==> src/rtl/button_press_classifier.sv <==
// Classifies debounced button presses as short or long and emits one-cycle event pulses.
// Define AUTOREPEAT_EN to enable periodic repeat_pulse while a long press is held.
module button_press_classifier #(
    parameter int LONG_CYCLES   = 25_000_000,
    parameter int REPEAT_CYCLES = 5_000_000
) (
    input  logic       clk,
    input  logic       reset,
    input  logic       btn_db,
    output logic       short_pulse,
    output logic       long_pulse,
    output logic       repeat_pulse,
    output logic       hold_active,
    output logic [3:0] press_count
);

    localparam int                HOLD_W    = $clog2(LONG_CYCLES + 1);
    localparam logic [HOLD_W-1:0] HOLD_LAST = HOLD_W'(LONG_CYCLES - 1);

    generate
        if (LONG_CYCLES < 2 || REPEAT_CYCLES < 1) begin : g_bad_params
            $error("button_press_classifier: LONG_CYCLES must be >= 2 and REPEAT_CYCLES >= 1");
        end
    endgenerate

    typedef enum logic [1:0] {ARM, IDLE, PRESSED, LONG} state_t;

    state_t            state;
    logic [HOLD_W-1:0] hold_cnt;

    // ARM waits for a low sample so a button held through reset release is ignored.
    always_ff @(posedge clk or negedge reset) begin
        if (!reset) begin
            state       <= ARM;
            hold_cnt    <= '0;
            short_pulse <= 1'b0;
            long_pulse  <= 1'b0;
            hold_active <= 1'b0;
            press_count <= 4'd0;
        end else begin
            short_pulse <= 1'b0;
            long_pulse  <= 1'b0;
            case (state)
                ARM: begin
                    if (!btn_db) state <= IDLE;
                end
                IDLE: begin
                    if (btn_db) begin
                        state    <= PRESSED;
                        hold_cnt <= HOLD_W'(1);
                    end
                end
                PRESSED: begin
                    if (!btn_db) begin
                        state       <= IDLE;
                        short_pulse <= 1'b1;
                        press_count <= press_count + 4'd1;
                        hold_cnt    <= '0;
                    end else if (hold_cnt == HOLD_LAST) begin
                        state       <= LONG;
                        long_pulse  <= 1'b1;
                        hold_active <= 1'b1;
                        press_count <= press_count + 4'd1;
                    end else begin
                        hold_cnt <= hold_cnt + HOLD_W'(1);
                    end
                end
                LONG: begin
                    if (!btn_db) begin
                        state       <= IDLE;
                        hold_active <= 1'b0;
                        hold_cnt    <= '0;
                    end
                end
                default: state <= ARM;
            endcase
        end
    end

`ifdef AUTOREPEAT_EN
    localparam int               REP_W    = $clog2(REPEAT_CYCLES + 1);
    localparam logic [REP_W-1:0] REP_LAST = REP_W'(REPEAT_CYCLES - 1);

    logic [REP_W-1:0] rep_cnt;

    // rep_cnt is held at zero outside a held long press, so it starts fresh on entry to LONG.
    always_ff @(posedge clk or negedge reset) begin
        if (!reset) begin
            rep_cnt      <= '0;
            repeat_pulse <= 1'b0;
        end else begin
            repeat_pulse <= 1'b0;
            if (state == LONG && btn_db) begin
                if (rep_cnt == REP_LAST) begin
                    rep_cnt      <= '0;
                    repeat_pulse <= 1'b1;
                end else begin
                    rep_cnt <= rep_cnt + REP_W'(1);
                end
            end else begin
                rep_cnt <= '0;
            end
        end
    end
`else
    assign repeat_pulse = 1'b0;
`endif

endmodule

==> config.mk <==
export PLATFORM = sky130hd
export DESIGN_NAME = button_press_classifier
export DESIGN_NICKNAME = d
export VERILOG_FILES = /design/src/rtl/button_press_classifier.sv
export SDC_FILE = /design/constraint.sdc
export NUM_CORES = 1
export LEC_CHECK = 0
export CORE_UTILIZATION = 60
export CTS_CLUSTER_SIZE = 8
export DETAILED_ROUTE_END_ITERATION = 8
export GPL_ROUTABILITY_DRIVEN = 0
export PLACE_DENSITY = 0.9
export SLEW_MARGIN = 30
export SYNTH_ARGS = -nofsm -noshare
export SYNTH_HDL_FRONTEND = slang
export SYNTH_SLANG_ARGS = --single-unit
==> constraint.sdc <==
create_clock -name clk -period 4.6 [get_ports clk]
set_input_delay 0.92 -clock clk [delete_from_list [all_inputs] [get_ports clk]]
set_output_delay 0.92 -clock clk [all_outputs]
set_load 0.1 [all_outputs]
==> results.rst <==
.. list-table::
   :header-rows: 1

   * - Metric
     - Value
   * - Result of the run
     - complete, no violations
   * - Effective utilization at floorplan
     - 65.0%
   * - Number of global-route vias before repair
     - 1619
   * - Critical-path cell with the highest stage delay
     - clkdlybuf4s50_1
   * - Half-perimeter wire length after detailed placement
     - 3200 µm
   * - Non-filler cells in the finished layout
     - 276
   * - Number of top-level pins
     - 11
   * - Proportion of netlist area held by the largest area contributor
     - 41.5%
   * - Width of the chip
     - 60.4 µm
   * - Count of H-tree levels built during CTS
     - 2
   * - Post-synthesis average cell area
     - 9.07 µm²
   * - Reg area
     - 851 µm²
   * - Largest net degree at the start of global routing
     - 35
   * - Async set or reset register ratio after synthesis
     - 100%
   * - Layout net count
     - 244
   * - Family of cells with the greatest summed delay on the critical path
     - simple AND/OR/NAND/NOR gates
   * - Cts-stage hold buffer count
     - 0
   * - Post-synthesis cell count
     - 226
   * - Number of cells on the worst reg-to-reg path
     - 7
   * - Final Setup Violations
     - 0
   * - Vias after detailed routing
     - 1804
   * - Fmax
     - 315 MHz
   * - Leakage power figure
     - 0.925 nW
   * - Number of routed nets with antenna violations
     - 0
   * - Number of slew-limit violations in the final report
     - 0
   * - Synth Cell Area
     - 2050 µm²
   * - Final wirelength
     - 4500 µm
   * - Maximum ir drop on the vdd rail
     - 0.409 mV
   * - Cell Rows
     - 20
   * - Peak per-stage delay on the critical path
     - 0.66 ns
   * - Count of cells along the worst hold path
     - 1
   * - CTS Root Cell
     - clkbuf_4
   * - Type of the worst setup path
     - primary input to register
   * - Number of different library cells in the post-synthesis netlist
     - 48
   * - Area of the core
     - 3150 µm²
   * - Synth warn
     - 0
   * - Power density cells
     - 455 nW/µm²
   * - CTS Buffer Depth
     - 2
   * - Unrepaired setup endpoints after global routing
     - no
   * - Tcrit/Tclk final
     - 68.9%
   * - Share of layout cells above drive strength 1
     - 8.19%
   * - Cell depth of the worst setup path
     - 6
   * - Sequential cell area fraction in the yosys report
     - 41.5%
   * - Startpoint type of the worst setup path
     - primary input
   * - Path type of the worst min-delay path
     - register to register
   * - Number of gates given a new drive strength after cts
     - 0
   * - Remaining global-route overflow
     - 0
   * - Tot GR Track Use
     - 27.3%
   * - Flops & latches, synth
     - 34
   * - Number of antenna violations at the first check in global routing
     - 0
   * - Total CTS buffers
     - 5
   * - Actual transition at the worst max-transition pin
     - 1.01 ns
   * - Post-synth EDFFs
     - 0
   * - Leading cell types by total area after synthesis
     - dfrtp_1, ha_1, nand2_1, o21ai_0, nor2_1
   * - Post-route DRC
     - 0
   * - Layout filler cell count
     - 269
   * - Minimum period implied by the final worst setup slack
     - 3.17 ns
   * - Number of clock sinks
     - 34
   * - Length of the first detailed-routing pass in iterations
     - 5
   * - Wire length of the first global-routing pass
     - 7330 µm
   * - Count of buffers from port buffering
     - 9
   * - Post-DR vias/cell
     - 6.54
   * - Area of the die
     - 3650 µm²
   * - Post-Route Skew
     - 0.00855 ns
   * - Average wire per standard cell
     - 16.3 µm
   * - Clock insertion delay at the later pin of the skew report
     - 0.34 ns
   * - Setup slack of the critical path after layout
     - 1.43 ns
   * - DRC violation total after the first TritonRoute iteration
     - 148
   * - Post-CTS setup buffers
     - 0
   * - Placed Cells incl. Taps
     - 270
   * - Library cell occupying the most area in the post-synthesis netlist
     - dfrtp_1
   * - Number of nets produced by synthesis
     - 237
   * - Arrival time reported for the critical path endpoint
     - 3.43 ns
   * - Fin. Hold Viols
     - 0
   * - Pre-CTS setup slack
     - 1.15 ns
   * - Clock-pin slew reported for the worst setup and hold paths after clock tree synthesis
     - 0.10 ns
   * - Antenna diodes
     - 0
   * - Element type at the critical path end
     - register
   * - Buffers and inverters on the worst path
     - 1
   * - Floorplan die height
     - 60.4 µm
   * - Worst max-slew margin expressed relative to the limit
     - 32.7%
   * - Setup tns final
     - 0 ns
   * - Signed area change from the synthesized netlist to the final layout
     - 7.39%
   * - Clock tree from TritonCTS
     - done
   * - Most instantiated flip-flop cell in the synthesis netlist
     - dfrtp_1
   * - Util after Layout
     - 69.8%
   * - Area occupied by multi-input gates
     - 1100 µm²
   * - Cell-by-cell trace of the critical path
     - clkdlybuf4s50_1, mux2_2, nor2_1, nand2_1, or3_1, o21ai_0
   * - Data required time at the worst endpoint
     - 4.86 ns
   * - Largest driver fanout on the critical path
     - 12
   * - Max-capacitance violation count
     - 0
## final cells by class
cell class	instances	area share, %
repair buffers	10	4.43
inverters	13	2.22
multi-input cells	169	49.9
well taps	44	2.50
clock buffers	6	2.33
flip-flops and latches	34	38.7
## state kept, by name, indices dropped and copies added (netlist names)
register and count:
hold_cnt 25, press_count 4, state 2, hold_active 1, long_pulse 1, short_pulse 1
## cell families (layout without fill, tap and decap cells)
family                     Yosys count  count (layout)  synth area share [%]
DFF                                 34              34                  41.5
buffers and inverters               23              29                  4.95
and+or+nand+nor                    103             103                  28.6
muxes                                4               4                  2.08
xor gates and xnor gates             8               8                  3.42
adders and majority gates            8               8                  4.88
AOI/OAI and AO/OA                   45              45                  14.3
other                                1               1                 0.183
## layout by cell type (no fill, tap or decap), types with 2 or more instances in the layout
| master | count |
|---|---|
| dfrtp_1 | 34 |
| nand2_1 | 22 |
| nor2_1 | 20 |
| o21ai_0 | 16 |
| inv_1 | 13 |
| nand3_1 | 10 |
| nand4_1 | 9 |
| clkdlybuf4s50_1 | 9 |
| nor3_1 | 8 |
| a21oi_1 | 8 |
| ha_1 | 8 |
| or4_1 | 7 |
| xnor2_1 | 5 |
| clkbuf_4 | 5 |
| nor4_1 | 4 |
| and2_1 | 4 |
| a31oi_1 | 4 |
| o31ai_1 | 4 |
| xor2_1 | 3 |
| or3_1 | 3 |
| o211ai_1 | 3 |
| nand3b_1 | 2 |
| nor2b_1 | 2 |
| nor4_4 | 2 |
| mux2_2 | 2 |
| mux2i_1 | 2 |
| or2_2 | 2 |
## cells in the mapped netlist, drive strengths merged (4+ instances only)
| cell type | n |
|---|---|
| and2 | 4 |
| a21oi | 8 |
| clkbuf | 5 |
| nand4 | 10 |
| or4 | 7 |
| inv | 13 |
| buf | 5 |
| a31oi | 4 |
| nand3 | 10 |
| nor4 | 7 |
| o21ai | 16 |
| o31ai | 4 |
| nor2 | 20 |
| ha | 8 |
| xnor2 | 5 |
| nand2 | 23 |
| nor3 | 8 |
| dfrtp | 34 |
## per-stage QoR
step           power (W)  hold WS, ns  area [µm²]
2_1_floorplan   0.000731        0.433        2050
3_3_place_gp    0.000822        0.456        2150
3_5_place_dp    0.000839        0.460        2150
4_1_cts         0.000998        0.472        2200
5_1_grt          0.00106        0.491        2200
6_report         0.00100        0.470        2200
## routing by layer
layer  vias up  global-route usage [%]  part of all wire [%]
met2        91                    42.1                    48
met4         0                    14.0                   2.6
met3        22                    7.04                   7.9
li1        831                       -                     -
met1       860                    35.7                    41
met5         -                       0                     0
## power breakdown
part           switching, W  leakage, nW  internal, W
registers         0.0000380        0.459     0.000334
clock network     0.0000938       0.0302    0.0000688
logic              0.000341        0.435     0.000125
## final timing paths
path	slack, ns	endpoint	startpoint
setup reg to reg	2.09	hold_cnt[17]	state[1]
setup / recovery	1.43	hold_cnt[17]	btn_db
min in group asynchronous	0.97	hold_cnt[15]	reset
hold reg to reg	0.47	hold_cnt[14]	hold_cnt[14]
hold / removal	0.47	hold_cnt[14]	hold_cnt[14]
max in group asynchronous	3.32	hold_cnt[1]	reset
Power figures use the tool's default switching activity.
